## config.mk

```make
export PLATFORM = sky130hd
export DESIGN_NAME = note_event_decoder_flat
export DESIGN_NICKNAME = d
export VERILOG_FILES = /design/src/rtl/note_event_decoder_if.sv /design/src/rtl/note_event_decoder.sv /design/src/flat_wrapper.sv
export SDC_FILE = /design/constraint.sdc
export NUM_CORES = 1
export LEC_CHECK = 0
export ABC_CLOCK_PERIOD_IN_PS = 8550
export BUFFER_PORTS_ARGS = -buffer_cell sky130_fd_sc_hd__buf_2
export CORE_MARGIN = 10
export CORE_UTILIZATION = 60
export CTS_BUF_LIST = sky130_fd_sc_hd__clkbuf_8
export CTS_CLUSTER_SIZE = 40
export DETAILED_ROUTE_END_ITERATION = 7
export PLACE_DENSITY = 0.81
export SYNTH_ARGS = -nofsm -noshare
export SYNTH_HDL_FRONTEND = slang
export SYNTH_SLANG_ARGS = --single-unit
export TNS_END_PERCENT = 5
```

## constraint.sdc

```tcl
create_clock -name i_clk -period 8.55 [get_ports i_clk]
set_clock_uncertainty 0.2 [all_clocks]
set_input_delay 0.855 -clock i_clk [delete_from_list [all_inputs] [get_ports i_clk]]
set_output_delay 0.855 -clock i_clk [all_outputs]
set_load 0.01 [all_outputs]
```

## src/rtl/note_event_decoder_if.sv

```systemverilog
// rtl/note_event_decoder_if.sv - byte stream in, held-key bitmap out, for note_event_decoder
interface note_event_decoder_if #(
    parameter int NUM_KEYS = 32
);
    logic [7:0]          i_byte;
    logic                i_valid;
    logic                o_ready;
    logic [NUM_KEYS-1:0] o_keys;
    logic                o_key_event;
    logic [5:0]          o_active;

    modport master (
        output i_byte, i_valid,
        input  o_ready, o_keys, o_key_event, o_active
    );

    modport slave (
        input  i_byte, i_valid,
        output o_ready, o_keys, o_key_event, o_active
    );
endinterface

```

## src/rtl/note_event_decoder.sv

```systemverilog
// rtl/note_event_decoder.sv - MIDI-style note message parser maintaining a held-key bitmap
module note_event_decoder #(
    parameter int BASE_NOTE   = 60,
    parameter int NUM_KEYS    = 32,
    parameter int TIMEOUT_CYC = 1_000_000
) (
    input  logic                  i_clk,
    input  logic                  i_rst_n,
    note_event_decoder_if.slave   bus
);
    localparam int IDXW = (NUM_KEYS > 1) ? $clog2(NUM_KEYS) : 1;
    localparam int TCW  = $clog2(TIMEOUT_CYC);

    typedef enum logic [1:0] {IDLE, DATA1, DATA2, APPLY} state_t;

    state_t              state_q, state_d;
    logic [7:0]          status_q, status_d;
    logic                rs_valid_q, rs_valid_d;
    logic [7:0]          d1_q, d1_d;
    logic [7:0]          d2_q, d2_d;
    logic [NUM_KEYS-1:0] keys_q, keys_d;
    logic [5:0]          active_q, active_d;
    logic                event_q, event_d;
    logic [TCW-1:0]      tcnt_q, tcnt_d;

    logic       accept;
    logic       is_data, is_rt, is_sys, is_chan;
    logic       one_byte_msg;
    logic       note_in_range;
    logic [7:0] note_off;

    assign bus.o_ready     = (state_q != APPLY);
    assign bus.o_keys      = keys_q;
    assign bus.o_key_event = event_q;
    assign bus.o_active    = active_q;

    assign accept  = bus.i_valid & bus.o_ready;
    assign is_data = ~bus.i_byte[7];
    assign is_rt   = (bus.i_byte >= 8'hF8);
    assign is_sys  = (bus.i_byte[7:4] == 4'hF) & ~is_rt;
    assign is_chan = bus.i_byte[7] & (bus.i_byte[7:4] != 4'hF);

    // Program change and channel pressure carry a single data byte.
    assign one_byte_msg  = (status_q[7:4] == 4'hC) | (status_q[7:4] == 4'hD);
    assign note_off      = d1_q - 8'(BASE_NOTE);
    assign note_in_range = ({1'b0, d1_q} >= 9'(BASE_NOTE)) &&
                           ({1'b0, d1_q} <  9'(BASE_NOTE + NUM_KEYS));

    always_comb begin
        state_d    = state_q;
        status_d   = status_q;
        rs_valid_d = rs_valid_q;
        d1_d       = d1_q;
        d2_d       = d2_q;
        keys_d     = keys_q;
        event_d    = 1'b0;
        tcnt_d     = '0;
        active_d   = '0;

        case (state_q)
            IDLE: begin
                if (accept) begin
                    if (is_chan) begin
                        status_d   = bus.i_byte;
                        rs_valid_d = 1'b1;
                        state_d    = DATA1;
                    end else if (is_sys) begin
                        rs_valid_d = 1'b0;
                    end else if (is_data && rs_valid_q && !one_byte_msg) begin
                        d1_d    = bus.i_byte;
                        state_d = DATA2;
                    end
                end
            end
            DATA1, DATA2: begin
                tcnt_d = tcnt_q;
                if (accept && !is_rt) begin
                    tcnt_d = '0;
                    if (is_chan) begin
                        status_d   = bus.i_byte;
                        rs_valid_d = 1'b1;
                        state_d    = DATA1;
                    end else if (is_sys) begin
                        rs_valid_d = 1'b0;
                        state_d    = IDLE;
                    end else if (state_q == DATA1) begin
                        if (one_byte_msg) begin
                            state_d = IDLE;
                        end else begin
                            d1_d    = bus.i_byte;
                            state_d = DATA2;
                        end
                    end else begin
                        d2_d    = bus.i_byte;
                        state_d = APPLY;
                    end
                end else if (!accept) begin
                    // A stalled partial message is dropped; running status survives.
                    if (tcnt_q == TCW'(TIMEOUT_CYC - 1)) begin
                        tcnt_d  = '0;
                        state_d = IDLE;
                    end else begin
                        tcnt_d = tcnt_q + TCW'(1);
                    end
                end
            end
            APPLY: begin
                state_d = IDLE;
                if (note_in_range) begin
                    if (status_q[7:4] == 4'h9) begin
                        keys_d[note_off[IDXW-1:0]] = (d2_q != 8'h00);
                    end else if (status_q[7:4] == 4'h8) begin
                        keys_d[note_off[IDXW-1:0]] = 1'b0;
                    end
                end
                if ((status_q[7:4] == 4'hB) && ((d1_q == 8'h7B) || (d1_q == 8'h78))) begin
                    keys_d = '0;
                end
                event_d = (keys_d != keys_q);
            end
            default: state_d = IDLE;
        endcase

        for (int i = 0; i < NUM_KEYS; i++) begin
            active_d = active_d + 6'(keys_d[i]);
        end
    end

    always_ff @(posedge i_clk) begin
        if (!i_rst_n) begin
            state_q    <= IDLE;
            status_q   <= '0;
            rs_valid_q <= 1'b0;
            d1_q       <= '0;
            d2_q       <= '0;
            keys_q     <= '0;
            active_q   <= '0;
            event_q    <= 1'b0;
            tcnt_q     <= '0;
        end else begin
            state_q    <= state_d;
            status_q   <= status_d;
            rs_valid_q <= rs_valid_d;
            d1_q       <= d1_d;
            d2_q       <= d2_d;
            keys_q     <= keys_d;
            active_q   <= active_d;
            event_q    <= event_d;
            tcnt_q     <= tcnt_d;
        end
    end
endmodule

```

## src/flat_wrapper.sv

```systemverilog
// flat-port wrapper written by rule: the top's interface ports become plain ports
module note_event_decoder_flat 
#(
    parameter int BASE_NOTE   = 60,
    parameter int NUM_KEYS    = 32,
    parameter int TIMEOUT_CYC = 1_000_000
)
  (i_clk, i_rst_n, bus_i_byte, bus_i_valid, bus_o_ready, bus_o_keys, bus_o_key_event, bus_o_active);
  note_event_decoder_if #(.NUM_KEYS(NUM_KEYS)) bus_i ();
  input  logic i_clk;
  input  logic i_rst_n;
  input wire logic [$bits(bus_i.i_byte)-1:0] bus_i_byte;
  input wire logic [$bits(bus_i.i_valid)-1:0] bus_i_valid;
  output wire logic [$bits(bus_i.o_ready)-1:0] bus_o_ready;
  output wire logic [$bits(bus_i.o_keys)-1:0] bus_o_keys;
  output wire logic [$bits(bus_i.o_key_event)-1:0] bus_o_key_event;
  output wire logic [$bits(bus_i.o_active)-1:0] bus_o_active;
  assign bus_i.i_byte = bus_i_byte;
  assign bus_i.i_valid = bus_i_valid;
  assign bus_o_ready = bus_i.o_ready;
  assign bus_o_keys = bus_i.o_keys;
  assign bus_o_key_event = bus_i.o_key_event;
  assign bus_o_active = bus_i.o_active;
  note_event_decoder #(.BASE_NOTE(BASE_NOTE), .NUM_KEYS(NUM_KEYS), .TIMEOUT_CYC(TIMEOUT_CYC)) u_core (.i_clk(i_clk), .i_rst_n(i_rst_n), .bus(bus_i));
endmodule
```

==> metrics.csv <==
metric;value;unit
status;finished clean;
initial core utilization;0.6112;
CP max stage delay;0.79;ns
fraction of layout cells with a size suffix above 1;0.1284;
TNS Setup;0;ns
CTS tree;yes;
leading area contributor after synthesis;dfxtp_1;
TritonCTS buffer count;9;
R2R setup slack;1.02;ns
sw frac;0.3789;
CP max-delay cell;ha_1;
vias in the first global route;5175;
Area Growth Syn to Fin;10.59;%
cell internal pwr;685.9;uW
# hold bufs at CTS;0;
fin nets;740;
final period utilization;0.8810;
diodes inserted;0;
Post-CTS Resized;0;
Critical Path RT;8.62;ns
number of synthesized flops with an enable pin;0;
area share of the largest cell type after synthesis;0.3095;
maxcap violations;0;
Total Wirelength;17.64;mm
CP startpoint kind;register;
CP top delay family;adder cells;
Worst Tran Pin Value;1.038;ns
async set-reset flop share out of synthesis;0;
routed length per instance;22.02;um
Fin. Hold Viols;0;
clk slew on worst S/H paths;0.10;ns
Seq pwr share;0.388;
Tmin final;7.532;ns
Clk pwr share;0.306;
CP endpoint kind;register;
Slew headroom;0.3013;
Die H;114.0;um
fmax;0.1328;GHz
Slew Limit Fails;0;
Peak VDD IR;0.1064;mV
Pwr Density;188.3;nW/um^2
die area;13000;um^2
Leak;0.002400;uW
final non-filler cell total;801;
Starting DRT DRC Count;694;
Primary FF master, synth;dfxtp_1;
critical path type;register to register;
Comb pwr share;0.306;
Synth top cells by count;nor2_1, dfxtp_1, nand2_1, o21ai_0, inv_1;
CTS Sinks;82;
Mapped Cells;651;
first-pass GRT wire length;27.63;mm
RSZ-0062 raised after global routing;false;
die width;114.0;um
# setup viols final;0;
post-synth cell types;64;
Synth Net Count;703;
Worst Path Arrival;7.60;ns
GP Congestion;0.9930;
initial antenna violation count;0;
largest net degree at the start of global routing;40;
post-synthesis sequential area ratio;0.3095;
Final ANT Viol Nets;0;
Synth Cell Area;5304;um^2
Setup Buffers After CTS;0;
post-layout util;0.6759;
FF+latch count, synth;82;
Syn. warnings;0;
drt drc;0;
ranking of synthesized cells by area;dfxtp_1, fa_1, nor2_1;
Bufs on Longest Clock Path;2;
GRT Total Usage;0.2666;
Clock Latency Late Sink;0.37;ns
Cells after DPL;785;
Most common cell on crit path;fa_1;
Worst Path Max Fanout;26;
GRT Residual Overflow;0;
CP Buf/Inv Count;8;
Core Footprint;8678;um^2
DP HPWL;12.73;mm
DR pass1 iterations;7;
CTS root buffer;clkbuf_8;
count leader, synth;nor2_1;
Cell Rows;34;
Via density;6.554;
via count;5250;
Hold/Removal Path Class;register to register;
# port buffers;50;
Ports;51;
P_sw;418.4;uW
# fillers;705;
Max H-tree Level;3;
Avg Inst Size Synth;8.147;um^2
## metal layers
| metal | track usage | part of all wire |
|---|---|---|
| met2 | 0.4282 | 0.46 |
| met1 | 0.3276 | 0.39 |
| met5 | 0 | 0 |
| met4 | 0.1236 | 0.045 |
| met3 | 0.06772 | 0.10 |
## registers in the layout (all words and copies together) (netlist names)
name                    cells
u_core.bus.o_keys          32
u_core.d2_q                 8
u_core.bus.o_key_event      1
u_core.rs_valid_q           1
u_core.d1_q                 8
u_core.state_q              2
u_core.bus.o_active         6
u_core.tcnt_q              20
u_core.status_q             4
## area by class of cell
type | instances | area (um^2) | area share
Clock buffer | 9 | 123.9 | 0.02112
Clock inverter | 7 | 105.1 | 0.01792
Inverter | 37 | 138.9 | 0.02368
Multi-Input combinational cell | 498 | 3396 | 0.5789
Sequential cell | 82 | 1642 | 0.2799
Tap cell | 108 | 135.1 | 0.02304
Timing Repair Buffer | 60 | 325.3 | 0.05546
## placed cells by master, fill, tap and decap left out, types with 12 or more instances in the layout
| cell | n |
|---|---|
| nand3_1 | 22 |
| inv_1 | 37 |
| fa_1 | 24 |
| nor4_1 | 12 |
| nand2_1 | 51 |
| buf_2 | 50 |
| a21oi_1 | 30 |
| nand4_1 | 12 |
| and2_1 | 19 |
| nor2_1 | 98 |
| dfxtp_1 | 82 |
| xor2_1 | 15 |
| ha_1 | 17 |
| mux2i_1 | 16 |
| a22oi_1 | 15 |
| o21ai_0 | 41 |
| xnor2_1 | 12 |
## final timing paths
path / start / end / depth (start not counted)
worst max-delay path: u_core.d1_q[2] / u_core.bus.o_active[4] / 27
worst min-delay path: u_core.d2_q[4] / u_core.d2_q[4] / 2
worst max register to register: u_core.d1_q[2] / u_core.bus.o_active[4] / 27
worst min register to register: u_core.d2_q[4] / u_core.d2_q[4] / 2
## cell families after synthesis
kind of cell    share of synthesized area
compound gates                     0.1656
xor+xnor                          0.04459
fa+ha+maj                          0.1307
buf+inv                           0.05190
flops                              0.3095
mux                               0.04152
simple gates                       0.2562
## tightest hold or removal path, cell delays in order (launching register included)
cell and delay, ns:
dfxtp_1 0.32, nand2_1 0.05, a21oi_1 0.05
## per-stage QoR
stage | setup slack (ns) | hold WS [ns] | instance area (um^2) | power [uW]
after global placement | 1.364 | 0.2414 | 5637 | 752.1
final | 1.018 | 0.2622 | 5866 | 1104
after global routing | 0.6234 | 0.2838 | 5866 | 1141
after CTS | 1.120 | 0.2623 | 5866 | 1091
after floorplan | 1.074 | 0.2360 | 5304 | 679.0
after detailed placement | 1.129 | 0.2493 | 5637 | 761.3
## power by group through the flow
stage / logic (uW) / registers (uW) / clock network (uW)
6_report: 338 / 429 / 338
5_1_grt: 363 / 431 / 347
4_1_cts: 327 / 428 / 336
3_5_place_dp: 325 / 437 / 0
3_3_place_gp: 317 / 435 / 0
2_1_floorplan: 252 / 427 / 0
Power figures use the tool's default switching activity.
